==> config.mk <==
export PLATFORM = sky130hd
export DESIGN_NAME = fir_mac_seq
export DESIGN_NICKNAME = d
export VERILOG_FILES = /design/src/rtl/fir_mac_seq_pkg.sv /design/src/rtl/fir_mac_seq_mul.sv /design/src/rtl/fir_mac_seq.sv
export SDC_FILE = /design/constraint.sdc
export NUM_CORES = 1
export LEC_CHECK = 0
export CAP_MARGIN = 20
export CORE_AREA = 2 2 273 275
export DETAILED_ROUTE_END_ITERATION = 8
export DIE_AREA = 0 0 275 277
export PLACE_DENSITY = 0.62
export SLEW_MARGIN = 20
export SYNTH_ARGS = -nofsm -noshare
export SYNTH_HDL_FRONTEND = slang
export SYNTH_SLANG_ARGS = --single-unit
==> constraint.sdc <==
create_clock -name clk -period 11.5 [get_ports clk]
set_input_delay 2.875 -clock clk [delete_from_list [all_inputs] [get_ports clk]]
set_output_delay 2.875 -clock clk [all_outputs]
set_load 0.01 [all_outputs]
==> src/rtl/fir_mac_seq_pkg.sv <==
`default_nettype none
// ============================================================================
// Module   : fir_mac_seq_pkg
// Brief    : Q8.8 constants, FSM state type and output saturation helper.
// Revision : 1.0
// ============================================================================
package fir_mac_seq_pkg;

    localparam int DATA_W = 16;
    localparam int FRAC_W = 8;
    localparam logic signed [DATA_W-1:0] Q_MAX = 16'sh7FFF;
    localparam logic signed [DATA_W-1:0] Q_MIN = 16'sh8000;

    typedef enum logic [1:0] {
        ST_IDLE = 2'd0,
        ST_MAC  = 2'd1,
        ST_DONE = 2'd2
    } state_t;

    // Caller sign-extends the accumulator to 64 bits so one helper serves any ACC_W.
    function automatic logic signed [DATA_W-1:0] sat16(input logic signed [63:0] acc);
        if (acc > 64'sd32767) begin
            return Q_MAX;
        end else if (acc < -64'sd32768) begin
            return Q_MIN;
        end else begin
            return acc[DATA_W-1:0];
        end
    endfunction

endpackage
`default_nettype wire

==> src/rtl/fir_mac_seq_mul.sv <==
`default_nettype none
// ============================================================================
// Module   : fir_mac_seq_mul
// Brief    : Q8.8 x Q8.8 -> Q8.8 signed multiplier, truncating, wrapping.
// Revision : 1.0
// ============================================================================
module fir_mac_seq_mul
    import fir_mac_seq_pkg::*;
(
    input  logic signed [DATA_W-1:0] a,
    input  logic signed [DATA_W-1:0] b,
    output logic signed [DATA_W-1:0] p
);

    logic signed [2*DATA_W-1:0] w_full;
    logic                       w_unused;

    assign w_full   = a * b;
    // Dropping the low fraction bits truncates toward -inf; dropping the top wraps.
    assign p        = w_full[DATA_W+FRAC_W-1:FRAC_W];
    assign w_unused = ^{w_full[2*DATA_W-1:DATA_W+FRAC_W], w_full[FRAC_W-1:0]};

endmodule
`default_nettype wire

==> src/rtl/fir_mac_seq.sv <==
`default_nettype none
// ============================================================================
// Module   : fir_mac_seq
// Brief    : Sequential FIR stage, one shared Q8.8 multiplier, one tap/clock.
// Revision : 1.0
// ============================================================================
module fir_mac_seq
    import fir_mac_seq_pkg::*;
#(
    parameter int NTAPS = 16,
    parameter int ACC_W = 16 + $clog2(NTAPS)
) (
    input  logic                     clk,
    input  logic                     rst,
    input  logic                     in_valid,
    output logic                     in_ready,
    input  logic [DATA_W-1:0]        x_in,
    input  logic                     coef_we,
    input  logic [$clog2(NTAPS)-1:0] coef_addr,
    input  logic [DATA_W-1:0]        coef_data,
    input  logic                     clear,
    output logic [DATA_W-1:0]        y_out,
    output logic                     out_valid,
    output logic                     overrun
);

    localparam int IDX_W = $clog2(NTAPS);

    state_t                    r_state;
    state_t                    w_next;
    logic [IDX_W-1:0]          r_idx;
    logic signed [DATA_W-1:0]  r_x [NTAPS];
    logic signed [DATA_W-1:0]  r_h [NTAPS];
    logic signed [ACC_W-1:0]   r_acc;
    logic signed [DATA_W-1:0]  w_prod;
    logic                      w_accept;
    logic                      w_coef_wr;
    logic                      w_last;

    assign in_ready  = (r_state == ST_IDLE);
    assign w_accept  = in_ready & in_valid;
    assign w_coef_wr = in_ready & ~in_valid & coef_we &
                       ({1'b0, coef_addr} < (IDX_W+1)'(NTAPS));
    assign w_last    = (r_idx == IDX_W'(NTAPS-1));

    fir_mac_seq_mul u_mul (
        .a (r_x[r_idx]),
        .b (r_h[r_idx]),
        .p (w_prod)
    );

    always_comb begin
        w_next = r_state;
        case (r_state)
            ST_IDLE: if (in_valid) w_next = ST_MAC;
            ST_MAC:  if (w_last)   w_next = ST_DONE;
            ST_DONE: w_next = ST_IDLE;
            default: w_next = ST_IDLE;
        endcase
    end

    always_ff @(posedge clk) begin
        if (!rst) begin
            r_state <= ST_IDLE;
        end else begin
            r_state <= w_next;
        end
    end

    always_ff @(posedge clk) begin
        if (!rst) begin
            for (int k = 0; k < NTAPS; k++) begin
                r_x[k] <= '0;
                r_h[k] <= '0;
            end
            r_acc     <= '0;
            r_idx     <= '0;
            y_out     <= '0;
            out_valid <= 1'b0;
            overrun   <= 1'b0;
        end else begin
            out_valid <= 1'b0;
            if (in_valid && !in_ready) begin
                overrun <= 1'b1;
            end
            if (in_ready && clear) begin
                overrun <= 1'b0;
                for (int k = 0; k < NTAPS; k++) begin
                    r_x[k] <= '0;
                end
            end
            // A flush coinciding with a new sample leaves only that sample in the line.
            if (w_accept) begin
                r_x[0] <= x_in;
                for (int k = 1; k < NTAPS; k++) begin
                    r_x[k] <= clear ? '0 : r_x[k-1];
                end
                r_acc <= '0;
                r_idx <= '0;
            end
            if (w_coef_wr) begin
                r_h[coef_addr] <= coef_data;
            end
            if (r_state == ST_MAC) begin
                r_acc <= r_acc + {{(ACC_W-DATA_W){w_prod[DATA_W-1]}}, w_prod};
                r_idx <= r_idx + IDX_W'(1);
            end
            if (r_state == ST_DONE) begin
                y_out     <= sat16({{(64-ACC_W){r_acc[ACC_W-1]}}, r_acc});
                out_valid <= 1'b1;
            end
        end
    end

endmodule
`default_nettype wire

* Word-level counts from Yosys, hierarchy flattened
Memories as Yosys holds them, arrays and structs flattened. A register that Yosys moved wholly into a read port is not among the register bits.
Index checks and enable logic that the tools add are counted.
** Storage, ports and cells
- Input bits :: 41
- Output and inout port bits :: 19
- Bits in registers :: 44
- RAM bits :: 512
- Logic and storage cells :: 137
- Memories :: 2
** Memory list
- r_h :: words 16, bits a word 16, rd ports 1, clocked after memory_dff 1, write ports 16, line fir_mac_seq.sv:33 : logic signed [DATA_W-1:0] r_h [NTAPS];
- r_x :: words 16, bits a word 16, rd ports 16, clocked after memory_dff 1, write ports 16, line fir_mac_seq.sv:32 : logic signed [DATA_W-1:0] r_x [NTAPS];
** Cells by class
- Reductions and logical operators :: 8
- Add/subtract/negate cells :: 2
- $lt $le $gt $ge :: 2
- Bitwise logic cells :: 37
- Equal/unequal tests :: 5
- $mul :: 1
- Muxes and demuxes :: 74
** Operators with widths (number)
- 16-bit two-way mux :: 50
- 20-bit two-way mux :: 2
- 1-bit bitwise OR :: 32
- 4-bit two-way mux :: 7
- 16-bit by 16-bit multiplier with 24-bit output :: 1
- 20-bit adder :: 1
- 20-bit by 16-bit > comparator with 1-bit output (second input constant) :: 1
- 20-bit by 16-bit < comparator with 1-bit output (second input constant) :: 1
- 16-bit OR reduction :: 1
- 1-bit two-way mux :: 12
- 4-bit by 1-bit adder with 4-bit output (second input constant) :: 1
- 4-bit equality test (second input constant) :: 1
- 2-bit two-way mux :: 2
- 2-bit != test (second input constant) :: 2
- 2-bit one-hot mux with 2 select lines :: 1
- 1-bit bitwise AND :: 3
- 2-bit by 1-bit equality test with 1-bit output (second input constant) :: 1
- 2-bit equality test (second input constant) :: 1
- 1-bit logical AND :: 2
- 2-bit logical NOT :: 1
- 1-bit NOT :: 2
- 2-bit AND reduction :: 1
- 2-bit nonzero test :: 1
- 2-bit OR reduction :: 1
- 1-bit logical NOT :: 1

* Depth between registers and ports, before layout
- Depth in word-level cells :: 8
- Mapped depth :: 47
- Depth with buffers taken out :: 40

* Modules after synthesis
A second synthesis with hierarchy kept.
** Unflattened totals
- Cells, all modules :: 2513
- Area total of the unflattened synthesis :: 33020.4 um^2
** Modules (own cells, without submodules)
- fir_mac_seq :: area an instance 25488.2 um^2, seq. area each 16175.5 um^2, instances 1, cells an instance 1662
- fir_mac_seq_mul :: area an instance 7532.2 um^2, seq. area each 0.0 um^2, instances 1, cells an instance 851

* Worst setup path before layout
OpenSTA, ideal clock, no wires.
- Kind :: reg-to-reg
- Start point :: register with a tool-made name
- End point :: register r_acc[19]
- Data required time :: 11.378 ns
- Slack :: 0.916 ns
- Stages on the path, launching flop included :: 44
- Path buffers :: 7
- Arrival time :: 10.462 ns
- Period minus slack after synthesis :: 10.584 ns
- Setup time :: 0.122 ns
- Cell sequence :: dfxtp_1 buf_6 buf_2 buf_2 buf_2 clkbuf_1 buf_1 mux4_2 mux2_2 o21ai_1 clkbuf_1 nor2_1 fa_1 inv_1 fa_1 fa_1 fa_1 inv_1 [... 8 more ...] o21a_1 a31o_2 nor2_1 nor2b_1 o21a_1 nor2_1 xnor2_1 ha_1 o21a_1 o21ai_0 nand2b_1 a21o_1 and3_1 a311oi_1 o21ai_0 and3_1 or2_0 a221o_1
** RTL lines
- end signal: assignment :: line fir_mac_seq.sv:105 : r_acc <= r_acc + {{(ACC_W-DATA_W){w_prod[DATA_W-1]}}, w_prod};
- end: declaration :: line fir_mac_seq.sv:34 : logic signed [ACC_W-1:0] r_acc;

==> summary.md <==
| Metric | Value |
|---|---|
| DIE AREA | approximately 0.076 mm^2 |
| RSZ-0062 raised after global routing | no |
| Post-CTS Setup Bufs | 0 |
| Switching power | 0.001894 W |
| Synth cell types | 56 |
| Clock sinks | between 500 and 600 |
| Post-synth EDFFs | ~500 |
| Slew Limit Fails | 0 |
| Die W | 275 um |
| Hold Buf Count CTS | 0 |
| ANT nets after route | 0 |
| Nature of the critical path endpoint | flop |
| Slowest CP cell | dfxtp_4 |
| CP Launch Type | flop |
| Sw frac | around 31% |
| Routed vias/inst | 5.442 |
| Most common cell in the netlist | and2_1 |
| DR vias | around 20,000 |
| Drt initial violations | approximately 1,800 |
| Hold Slack | between 0.4 and 0.5 ns |
| Worst EP required | 12.03 ns |
| Comb pwr share | about 28% |
| Yosys warning count | 0 |
| Clk pin slew, worst setup/hold paths | roughly 0.060 ns |
| Pwr per Cell Area | between 150 and 200 mW/mm^2 |
| Total grt overflow | 0 |
| Slowest stage delay, CP | 0.65 ns |
| All-layer global routing usage | 21.43% |
| Final Non-Filler Cells | between 3,000 and 4,000 |
| Clk network pwr share | approximately 32% |
| Starting Density | 44.40% |
| Endpoints failing hold | 0 |
| RePlAce Congestion | between 0.8 and 0.9 |
| Final clock skew | a little over 0.05 ns |
| Slew headroom | around a quarter |
| Area delta synth->final | 11.43% |
| Vertical die dimension | 277 um |
| Area post-placement | about 0.034 mm^2 |
| Vias in the first global route | slightly above 20,000 |
| Pleak | approximately 14 nW |
| First-pass GRT wire length | 124,200 um |
| Largest cells by area after synthesis | edfxtp_1, fa_1, and2_1 |
| Share of cells above drive strength 1 | 12.35% |
| # rows | 100 |
| Worst-Margin Slew | about 1.1 ns |
| Synth top area share | between 40% and 50% |
| Hold crit path type | reg -> reg |
| Synthesized area per cell | approximately 13 um^2 |
| Most used DFF post-synth | edfxtp_1 |
| Layout Nets | about 2,900 |
| Fmax | 93.56 MHz |
| CTS Root Cell | clkbuf_16 |
| CTS tree | yes |
| Most frequent cells after synthesis | and2_1, edfxtp_1, inv_1 |
| Max Root-Sink Buffers | 3 |
| Status | finished, final reports clean |
| Maxcap violations | 0 |
| Initial antenna violation count | 2 |
| Top Ports | 60 |
| Syn Nets | around 2,900 |
| PortBufs | between 50 and 60 |
| Post-CTS Resized | 0 |
| Largest net degree at the start of global routing | around 140 |
| Final setup viols | 0 |
| DRC Markers | 0 |
| DP Wirelength | approximately 55,000 um |
| CP Max Fanout | 22 |
| Clock latency at the later pin of the worst-skew pair | ~0.65 ns |
| Maximum VDD drop | approximately 0.17 mV |
| Inst Count DP | between 3,000 and 4,000 |
| Area of the mapped netlist | ~0.033 mm^2 |
| DRT Wirelength | around 80,000 um |
| Pre-Repair DR Iteration Count | 5 |
| Synth Register Bits | 560 |
| Internal power | between 0.004 and 0.005 W |
| Final Instance Area | ~0.036 mm^2 |
| Reg power frac | 39.7% |
| Num CTS Buffers | slightly below 60 |
| Setup TNS | 0 ns |
| Routed WL per cell | about 22 um |
| Crit path DAT | around 11 ns |
| Post-synth ARST share | 0% |
| Sequential element share of the synthesized area | between 40% and 50% |
| Floorplan Core Area | about 0.074 mm^2 |
| Final period util | 92.94% |
| Worst Setup Path Type | reg -> reg |
| Top cell by count, worst path | fa_1 |
| Cells after Synth | roughly 2,600 |
| Min Clock Period, post-route | approximately 11 ns |
| H-tree depth | 2 |
| Synth area leader | edfxtp_1 |
final cells by class:
cell class	count	area, um^2
multi-input combinational	1596	14930
clock inverter	32	390.4
sequential	560	16190
inverter	267	1002
fill	6410	37170
antenna	1	2.502
tap	969	1212
clock buffer	74	1603
timing repair buffer	118	1075
state kept, by name (all words and copies together), names as in the netlist, named ones only:
register / cells
r_h: 256
r_acc: 20
r_x: 256
r_idx: 4
out_valid: 1
y_out: 16
overrun: 1
r_state: 2
path summary, 6_finish.rpt:
| path | startpoint | end | slack, ns | depth (start not counted) |
|---|---|---|---|---|
| worst max-delay path | flop | r_acc[19] | 0.81 | 39 |
| worst min-delay path | y_out[5] | y_out[5] | 0.45 | 2 |
| worst max register to register | flop | r_acc[19] | 0.81 | 39 |
| worst min register to register | y_out[5] | y_out[5] | 0.45 | 2 |
metal layers:
layer,part of all wire (%),routed length [um],track usage [%]
met5,0,0,0
met4,2.0,1612,5.211
met3,5.3,4225,3.078
met2,48,38730,34.95
met1,44,35340,30.31
cell families after synthesis:
family	Yosys count	synth area share [%]
adder cells (fa/ha/maj)	278	14.94
multiplexers	167	10.49
flip-flops	560	49.51
AND/OR/NAND/NOR	921	15.07
AO/OA/AOI/OAI	186	3.822
XOR/XNOR	44	1.222
buffers and inverters	403	4.937
placed cells by master, fill, tap and decap left out, types with 9 or more instances in the layout:
| cell | synthesis | layout |
|---|---|---|
| o21ai_0 | 55 | 42 |
| inv_1 | 267 | 267 |
| ha_1 | 91 | 91 |
| xor2_1 | 14 | 14 |
| nor2b_1 | 9 | 9 |
| xnor2_1 | 29 | 29 |
| dfxtp_1 | 64 | 60 |
| nand2b_1 | 24 | 24 |
| mux4_2 | 139 | 139 |
| clkdlybuf4s50_1 | 0 | 59 |
| mux2_2 | 12 | 12 |
| a22o_1 | 11 | 11 |
| nor3_1 | 9 | 9 |
| a22oi_1 | 18 | 18 |
| nand3_1 | 11 | 11 |
| a21o_1 | 14 | 14 |
| nand2_1 | 150 | 148 |
| edfxtp_1 | 496 | 496 |
| fa_1 | 187 | 187 |
| clkinv_1 | 0 | 9 |
| mux2i_1 | 16 | 16 |
| and2_1 | 503 | 503 |
| nor2_1 | 181 | 172 |
| buf_4 | 4 | 55 |
| a21oi_1 | 41 | 40 |
| o21ai_1 | 5 | 18 |
| clkbuf_16 | 0 | 59 |
power groups by stage:
| stage | Clock (W) | Combinational, W | Sequential [W] |
|---|---|---|---|
| global placement | 0 | 0.00167 | 0.00245 |
| detailed placement | 0 | 0.00171 | 0.00246 |
| finish | 0.00197 | 0.00170 | 0.00241 |
| global route | 0.00207 | 0.00191 | 0.00243 |
| floorplan | 0 | 0.00125 | 0.00242 |
| CTS | 0.00200 | 0.00172 | 0.00241 |
stage by stage:
step / utilization [%] / worst slack [ns] / power [W]
floorplan: - / 0.9163 / 0.003672
global placement: 46.74 / 1.066 / 0.004122
detailed placement: 46.77 / 0.8721 / 0.004168
CTS: 49.48 / 0.8605 / 0.006130
global route: 49.48 / 0.2547 / 0.006410
finish: 49.48 / 0.8114 / 0.006082
critical path, delay by kind of cell (launching register included):
| family | cells | cell delay, ns |
|---|---|---|
| multiplexers | 2 | 0.87 |
| adder cells (fa/ha/maj) | 8 | 3.33 |
| flip-flops | 1 | 0.65 |
| buffers and inverters | 6 | 1.00 |
| AND/OR/NAND/NOR | 9 | 1.27 |
| AO/OA/AOI/OAI | 13 | 3.32 |
| XOR/XNOR | 1 | 0.13 |
Power figures use the tool's default switching activity.
